File: src/rtl/i2s_line_rx_if.sv
// I2S line-input bundle: codec-side serial pins plus the captured sample outputs.
// The codec master drives the pins; the receiver drives samples, strobes and fsm_state.
interface i2s_line_rx_if;
    logic        i_bck;
    logic        i_lrck;
    logic        i_adcdat;
    logic [15:0] o_left;
    logic [15:0] o_right;
    logic        o_valid;
    logic        o_tapein;
    logic        o_frame_err;
    logic [1:0]  fsm_state;

    // o_valid and o_frame_err are single-cycle strobes with no ready/backpressure:
    // a consumer must sample o_left/o_right in the o_valid cycle or any time before
    // the next o_valid, because the pair stays stable until then.
    modport master (
        output i_bck, i_lrck, i_adcdat,
        input  o_left, o_right, o_valid, o_tapein, o_frame_err, fsm_state
    );

    modport slave (
        input  i_bck, i_lrck, i_adcdat,
        output o_left, o_right, o_valid, o_tapein, o_frame_err, fsm_state
    );
endinterface

File: src/rtl/i2s_line_rx.sv
// I2S ADC capture: deserialises 16-bit L/R pairs and slices the left channel into a tape bit.
// Optional TAPE_MA_EN: slicer input becomes a 4-tap moving average of the left MSB byte.
module i2s_line_rx #(
    parameter int DATA_BITS   = 16,
    parameter int HYST        = 4,
    parameter int SYNC_STAGES = 2
) (
    input  logic          clk24,
    input  logic          reset_n,
    i2s_line_rx_if.slave  bus
);
    localparam int CW = $clog2(DATA_BITS + 1);

    typedef enum logic [1:0] {
        IDLE  = 2'd0,
        SHIFT = 2'd1,
        WAIT  = 2'd2
    } state_t;

    logic [SYNC_STAGES-1:0] bck_sync;
    logic [SYNC_STAGES-1:0] lr_sync;
    logic [SYNC_STAGES-1:0] dat_sync;
    logic                   bck_s;
    logic                   lr_s;
    logic                   dat_s;
    logic                   bck_prev;
    logic                   lr_prev;
    logic                   lr_primed;
    logic                   bck_rise;
    logic                   lr_edge;

    always_ff @(posedge clk24 or negedge reset_n) begin
        if (!reset_n) begin
            bck_sync <= '0;
            lr_sync  <= '0;
            dat_sync <= '0;
        end else begin
            bck_sync <= {bck_sync[SYNC_STAGES-2:0], bus.i_bck};
            lr_sync  <= {lr_sync[SYNC_STAGES-2:0], bus.i_lrck};
            dat_sync <= {dat_sync[SYNC_STAGES-2:0], bus.i_adcdat};
        end
    end

    assign bck_s    = bck_sync[SYNC_STAGES-1];
    assign lr_s     = lr_sync[SYNC_STAGES-1];
    assign dat_s    = dat_sync[SYNC_STAGES-1];
    assign bck_rise = bck_s & ~bck_prev;

    // The first BCK rise after reset only primes lr_prev, so a word already in flight
    // at reset release can never be mistaken for a word start.
    assign lr_edge  = bck_rise & lr_primed & (lr_s != lr_prev);

    always_ff @(posedge clk24 or negedge reset_n) begin
        if (!reset_n) begin
            bck_prev  <= 1'b0;
            lr_prev   <= 1'b0;
            lr_primed <= 1'b0;
        end else begin
            bck_prev <= bck_s;
            if (bck_rise) begin
                lr_prev   <= lr_s;
                lr_primed <= 1'b1;
            end
        end
    end

    state_t                 state;
    state_t                 state_n;
    logic                   ch;
    logic                   ch_n;
    logic [CW-1:0]          bitcnt;
    logic [CW-1:0]          bitcnt_n;
    logic [DATA_BITS-1:0]   shreg;
    logic [DATA_BITS-1:0]   shreg_n;
    logic                   latch;
    logic                   frame_err_n;

    always_ff @(posedge clk24 or negedge reset_n) begin
        if (!reset_n) begin
            state  <= IDLE;
            ch     <= 1'b0;
            bitcnt <= '0;
            shreg  <= '0;
        end else begin
            state  <= state_n;
            ch     <= ch_n;
            bitcnt <= bitcnt_n;
            shreg  <= shreg_n;
        end
    end

    always_comb begin
        state_n     = state;
        ch_n        = ch;
        bitcnt_n    = bitcnt;
        shreg_n     = shreg;
        latch       = 1'b0;
        frame_err_n = 1'b0;
        case (state)
            IDLE, WAIT: begin
                if (lr_edge) begin
                    state_n  = SHIFT;
                    ch_n     = lr_s;
                    bitcnt_n = '0;
                    shreg_n  = '0;
                end
            end
            SHIFT: begin
                if (lr_edge) begin
                    // Early word-select edge: drop the partial word, this edge is the new delay slot.
                    frame_err_n = 1'b1;
                    ch_n        = lr_s;
                    bitcnt_n    = '0;
                    shreg_n     = '0;
                end else if (bck_rise) begin
                    shreg_n  = {shreg[DATA_BITS-2:0], dat_s};
                    bitcnt_n = bitcnt + CW'(1);
                    if (bitcnt == CW'(DATA_BITS - 1)) begin
                        latch   = 1'b1;
                        state_n = WAIT;
                    end
                end
            end
            default: state_n = IDLE;
        endcase
    end

    logic [15:0] word;
    logic [15:0] hold_left;
    logic [15:0] left_r;
    logic [15:0] right_r;
    logic        valid_r;
    logic        frame_err_r;
    logic        tapein_r;

    assign word = shreg_n[DATA_BITS-1 -: 16];

    // The left word waits in hold_left so o_left/o_right only ever change together.
    always_ff @(posedge clk24 or negedge reset_n) begin
        if (!reset_n) begin
            hold_left   <= '0;
            left_r      <= '0;
            right_r     <= '0;
            valid_r     <= 1'b0;
            frame_err_r <= 1'b0;
        end else begin
            valid_r     <= latch & ch;
            frame_err_r <= frame_err_n;
            if (latch) begin
                if (ch) begin
                    right_r <= word;
                    left_r  <= hold_left;
                end else begin
                    hold_left <= word;
                end
            end
        end
    end

    logic [7:0] line8;
    logic [7:0] slice_in;

    assign line8 = {~left_r[15], left_r[14:8]};

`ifdef TAPE_MA_EN
    logic [7:0] hist1;
    logic [7:0] hist2;
    logic [7:0] hist3;
    logic [9:0] ma_sum;

    assign ma_sum   = 10'(line8) + 10'(hist1) + 10'(hist2) + 10'(hist3);
    assign slice_in = ma_sum[9:2];

    always_ff @(posedge clk24 or negedge reset_n) begin
        if (!reset_n) begin
            hist1 <= 8'd128;
            hist2 <= 8'd128;
            hist3 <= 8'd128;
        end else if (valid_r) begin
            hist1 <= line8;
            hist2 <= hist1;
            hist3 <= hist2;
        end
    end
`else
    assign slice_in = line8;
`endif

    localparam logic [8:0] TH_HI = 9'(128 + HYST);
    localparam logic [8:0] TH_LO = 9'(128 - HYST);

    always_ff @(posedge clk24 or negedge reset_n) begin
        if (!reset_n) begin
            tapein_r <= 1'b0;
        end else if (valid_r) begin
            if ({1'b0, slice_in} >= TH_HI) begin
                tapein_r <= 1'b1;
            end else if ({1'b0, slice_in} <= TH_LO) begin
                tapein_r <= 1'b0;
            end
        end
    end

    assign bus.o_left      = left_r;
    assign bus.o_right     = right_r;
    assign bus.o_valid     = valid_r;
    assign bus.o_frame_err = frame_err_r;
    assign bus.o_tapein    = tapein_r;
    assign bus.fsm_state   = state;
endmodule

File: src/flat_wrapper.sv
// flat-port wrapper written by rule: the top's interface ports become plain ports
module i2s_line_rx_flat 
#(
    parameter int DATA_BITS   = 16,
    parameter int HYST        = 4,
    parameter int SYNC_STAGES = 2
)
  (clk24, reset_n, bus_i_bck, bus_i_lrck, bus_i_adcdat, bus_o_left, bus_o_right, bus_o_valid, bus_o_tapein, bus_o_frame_err, bus_fsm_state);
  i2s_line_rx_if bus_i ();
  input  logic clk24;
  input  logic reset_n;
  input wire logic [$bits(bus_i.i_bck)-1:0] bus_i_bck;
  input wire logic [$bits(bus_i.i_lrck)-1:0] bus_i_lrck;
  input wire logic [$bits(bus_i.i_adcdat)-1:0] bus_i_adcdat;
  output wire logic [$bits(bus_i.o_left)-1:0] bus_o_left;
  output wire logic [$bits(bus_i.o_right)-1:0] bus_o_right;
  output wire logic [$bits(bus_i.o_valid)-1:0] bus_o_valid;
  output wire logic [$bits(bus_i.o_tapein)-1:0] bus_o_tapein;
  output wire logic [$bits(bus_i.o_frame_err)-1:0] bus_o_frame_err;
  output wire logic [$bits(bus_i.fsm_state)-1:0] bus_fsm_state;
  assign bus_i.i_bck = bus_i_bck;
  assign bus_i.i_lrck = bus_i_lrck;
  assign bus_i.i_adcdat = bus_i_adcdat;
  assign bus_o_left = bus_i.o_left;
  assign bus_o_right = bus_i.o_right;
  assign bus_o_valid = bus_i.o_valid;
  assign bus_o_tapein = bus_i.o_tapein;
  assign bus_o_frame_err = bus_i.o_frame_err;
  assign bus_fsm_state = bus_i.fsm_state;
  i2s_line_rx #(.DATA_BITS(DATA_BITS), .HYST(HYST), .SYNC_STAGES(SYNC_STAGES)) u_core (.clk24(clk24), .reset_n(reset_n), .bus(bus_i));
endmodule
File: config.mk
export PLATFORM = sky130hd
export DESIGN_NAME = i2s_line_rx_flat
export DESIGN_NICKNAME = d
export VERILOG_FILES = /design/src/rtl/i2s_line_rx_if.sv /design/src/rtl/i2s_line_rx.sv /design/src/flat_wrapper.sv
export SDC_FILE = /design/constraint.sdc
export NUM_CORES = 1
export LEC_CHECK = 0
export BUFFER_PORTS_ARGS = -buffer_cell sky130_fd_sc_hd__buf_2
export CAP_MARGIN = 15
export CORE_AREA = 2 2 106 98
export DETAILED_ROUTE_END_ITERATION = 8
export DIE_AREA = 0 0 108 100
export GPL_TIMING_DRIVEN = 0
export MAX_ROUTING_LAYER = met4
export PLACE_DENSITY = 0.51
export SLEW_MARGIN = 20
export SYNTH_ARGS = -nofsm -noshare
export SYNTH_HDL_FRONTEND = slang
export SYNTH_SLANG_ARGS = --single-unit
File: constraint.sdc
create_clock -name clk24 -period 5.6 [get_ports clk24]
set_input_delay 0.56 -clock clk24 [delete_from_list [all_inputs] [get_ports clk24]]
set_output_delay 0.56 -clock clk24 [all_outputs]
set_load 0.02 [all_outputs]
==> results.py <==
metrics = {
    "die": {
        "ios": 42,
        "dieArea_mm2": 0.0108,
        "start_util_pct": 33.7,
        "die_h_um": 100,
        "row_count": 35,
        "core-area_mm2": 0.00985,
        "die_w_um": 108,
    },
    "drt": {
        "drtIter0Drc": 64,
        "drc": 0,
        "num_vias": 2100,
        "routed_wl_um": 6580,
        "first_pass_iters": 6,
        "viasPerCell": 4.85,
        "wl_per_cell_um": 15.2,
        "ant_nets": 0,
    },
    "timing": {
        "slew_viol_final": 0,
        "period_needed_ps": 2260,
        "rsz0062_at_grt": "no",
        "setup_slack_ps": 3340,
        "fin_crit_sh_pct": 40.4,
        "fmax_mhz": 442,
        "worst_slew_pin_slew_ps": 620,
        "fin_skew_ps": 5.37,
        "setup_viol": 0,
        "slew-limit-headroom_pct": 58.5,
        "hold_viol": 0,
        "fin_setup_tns_ps": 0,
    },
    "placement": {
        "gp_congestion": 0.759,
        "place_ws_ps": 3310,
        "port-buffer-count": 41,
        "place_inst": 417,
        "dp_hpwl_um": 4420,
    },
    "synthesis": {
        "synth_area_leaders": "dfrtp_1 (63%), mux2_2 (13%), mux2_4 (4.5%)",
        "syn_area_mm2": 0.00332,
        "synthAdderAreaFrac_pct": 0.755,
        "yosysUniqueCellTypes": 35,
        "synth_compound_area_share_pct": 5.74,
        "muxShareOfSynthArea_pct": 17.8,
        "synth_top_area_share_pct": 62.6,
        "synthArstFlopShare_pct": 100,
        "syn-num-nets": 253,
        "synth_top_family_by_area": "multiplexers",
        "synthXorXnorAreaFrac_pct": 0.264,
        "synthCells": 246,
        "synth-warning-count": 0,
        "yosys_register_bits": 83,
        "syn_avg_cell_area_um2": 13.5,
        "yosysTopAreaCell": "dfrtp_1",
        "ys_seq_area_share_pct": 62.6,
        "yosys.area_share.simple_pct": 10.0,
        "synth_most_common_cell": "dfrtp_1",
        "synth_common_cells": "dfrtp_1 (83), mux2_2 (38), nand2_1 (28), o21ai_0 (19), nand3_1 (17)",
        "synth_edf_count": 0,
        "synth_top_flop_cell": "dfrtp_1",
    },
    "grt": {
        "grt_max_degree": 52,
        "antenna_found_initial": 0,
        "grt.total_usage_pct": 13.7,
        "grt_overflow": 0,
        "grt_pass1_wl_um": 10900,
        "grt_pass1_vias": 2107,
    },
    "critical_path": {
        "path_cells": "ha_1 > and3_1 > ha_1 > nor4b_4 > buf_6 > mux2_4",
        "cp_top_family": "simple AND/OR/NAND/NOR gates",
        "cp-start-kind": "flop",
        "cpMostUsedCell": "ha_1",
        "max_stage_delay_ps": 560,
        "crit_required_ps": 5840,
        "cp_slowest_cell": "nor4b_4",
        "rr_worst_depth": 6,
        "startpoint": "u_core.bitcnt[0]",
        "crit_end": "u_core.hold_left[10]",
        "path_depth": 6,
        "reg2reg_to": "u_core.hold_left[10]",
        "reg2reg_from": "u_core.bitcnt[0]",
        "cp_num_buf_inv": 1,
        "path_class": "flop to flop",
        "endpoint_kind": "flop",
        "crit_arrival_ps": 2500,
        "critical_path_peak_fanout": 10,
        "rrSetupSlack_ps": 3340,
    },
    "clocking": {
        "clock_path_buffers": 2,
        "ctsHoldBuffers": 0,
        "cts_setup_buffers": 0,
        "h-tree-depth": 3,
        "cts-root-buf": "clkbuf_8",
        "cts_tree": "built",
        "clk_latency_ps": 350,
        "clk_pin_slew_worst_paths_ps": 80,
        "cts_buffers": 9,
        "clkSinkCount": 83,
        "cts_resized": 0,
    },
    "outcome": {
        "status": "completed",
    },
    "cells_and_area": {
        "fillers": 957,
        "area_growth_pct": 17.4,
        "num_antenna_cells": 0,
        "nets": 306,
        "instances_no_fill": 433,
        "seq_area_mm2": 0.00208,
        "multi_input_area_mm2": 0.00115,
        "drive_gt1_share_pct": 37.8,
    },
    "worst_hold_path": {
        "min_path_type": "input pin to asynchronous set/reset pin",
    },
    "power_and_ir_drop": {
        "leakagePower_uw": 0.00197,
        "ir_drop_uv": 130,
        "p_per_area_mw_per_mm2": 297,
    },
    "flow_run": {
        "maxCapViolCount": 0,
    },
}
cell usage in the layout (no fill, tap or decap), drive strengths merged:
cell      instances
a211oi            1
a21oi             4
a22o              1
a31oi             1
a32o              2
a32oi             1
and2              2
and2b             1
and3              2
buf              50
clkbuf           19
clkinv            1
clkinvlp          1
dfrtp            83
ha                2
inv               5
mux2             49
nand2            28
nand2b            1
nand3            17
nand4             2
nand4bb           1
nor2              2
nor3              2
nor3b             1
nor4b             2
o21ai            19
o221ai            1
o22ai             1
o32ai             1
xor2              1
layout make-up:
cell class	instances	area share (%)
Tap cell	129	4.15
Clock inverter	3	0.546
Buffer	14	1.99
Inverter	4	0.386
Sequential cell	83	53.4
Clock buffer	13	4.08
Timing Repair Buffer	42	6.04
Multi-Input combinational cell	145	29.4
how the worst min path moves through the flow:
stage	start	to	slack (ps)	cells after the start
4_1_cts	reset_n	u_core.bus.o_left[15]	150	1
3_5_place_dp	u_core.dat_sync[0]	u_core.dat_sync[1]	340	0
2_1_floorplan	reset_n	u_core.bck_prev	260	0
3_3_place_gp	u_core.lr_sync[0]	u_core.lr_sync[1]	330	0
6_report	reset_n	u_core.bus.o_left[15]	150	1
5_1_grt	reset_n	u_core.bus.o_left[15]	170	1
through the flow:
step / hold WS [ps] / utilization [%] / total power (uW) / area (um2)
2_1_floorplan: 264 / - / 724 / 3320
3_3_place_gp: 333 / 37.4 / 766 / 3680
3_5_place_dp: 337 / 37.7 / 771 / 3710
4_1_cts: 149 / 39.5 / 1170 / 3890
5_1_grt: 167 / 39.5 / 1220 / 3890
6_report: 146 / 39.5 / 1150 / 3890
power breakdown:
group          internal, uW  switching [uW]  leakage, uW
Combinational          36.6            74.8     0.000748
Sequential              622            22.9      0.00113
Clock                   187             211    0.0000900
cell families (layout without fill, tap and decap cells):
group	Yosys count	after routing
flops	83	83
simple gates	61	61
mux	49	49
compound gates	32	32
buf+inv	18	76
fa+ha+maj	2	2
xor+xnor	1	1
state kept, by name (all words and copies together) (netlist names):
name,count
u_core.bus.o_left,16
u_core.bus.o_right,16
u_core.hold_left,16
u_core.shreg,15
u_core.bitcnt,5
u_core.bck_sync,2
u_core.bus.fsm_state,2
u_core.dat_sync,2
u_core.lr_sync,2
u_core.bck_prev,1
u_core.bus.o_frame_err,1
u_core.bus.o_tapein,1
u_core.bus.o_valid,1
u_core.ch,1
u_core.lr_prev,1
u_core.lr_primed,1
layer usage:
metal / global-route usage (%) / vias up / share of wire, %
li1: - / 969 / -
met1: 18.7 / 1066 / 49
met2: 19.9 / 56 / 45
met3: 4.48 / 9 / 4.5
met4: 3.25 / 0 / 1.2
met5: - / - / 0
Power figures use the tool's default switching activity.
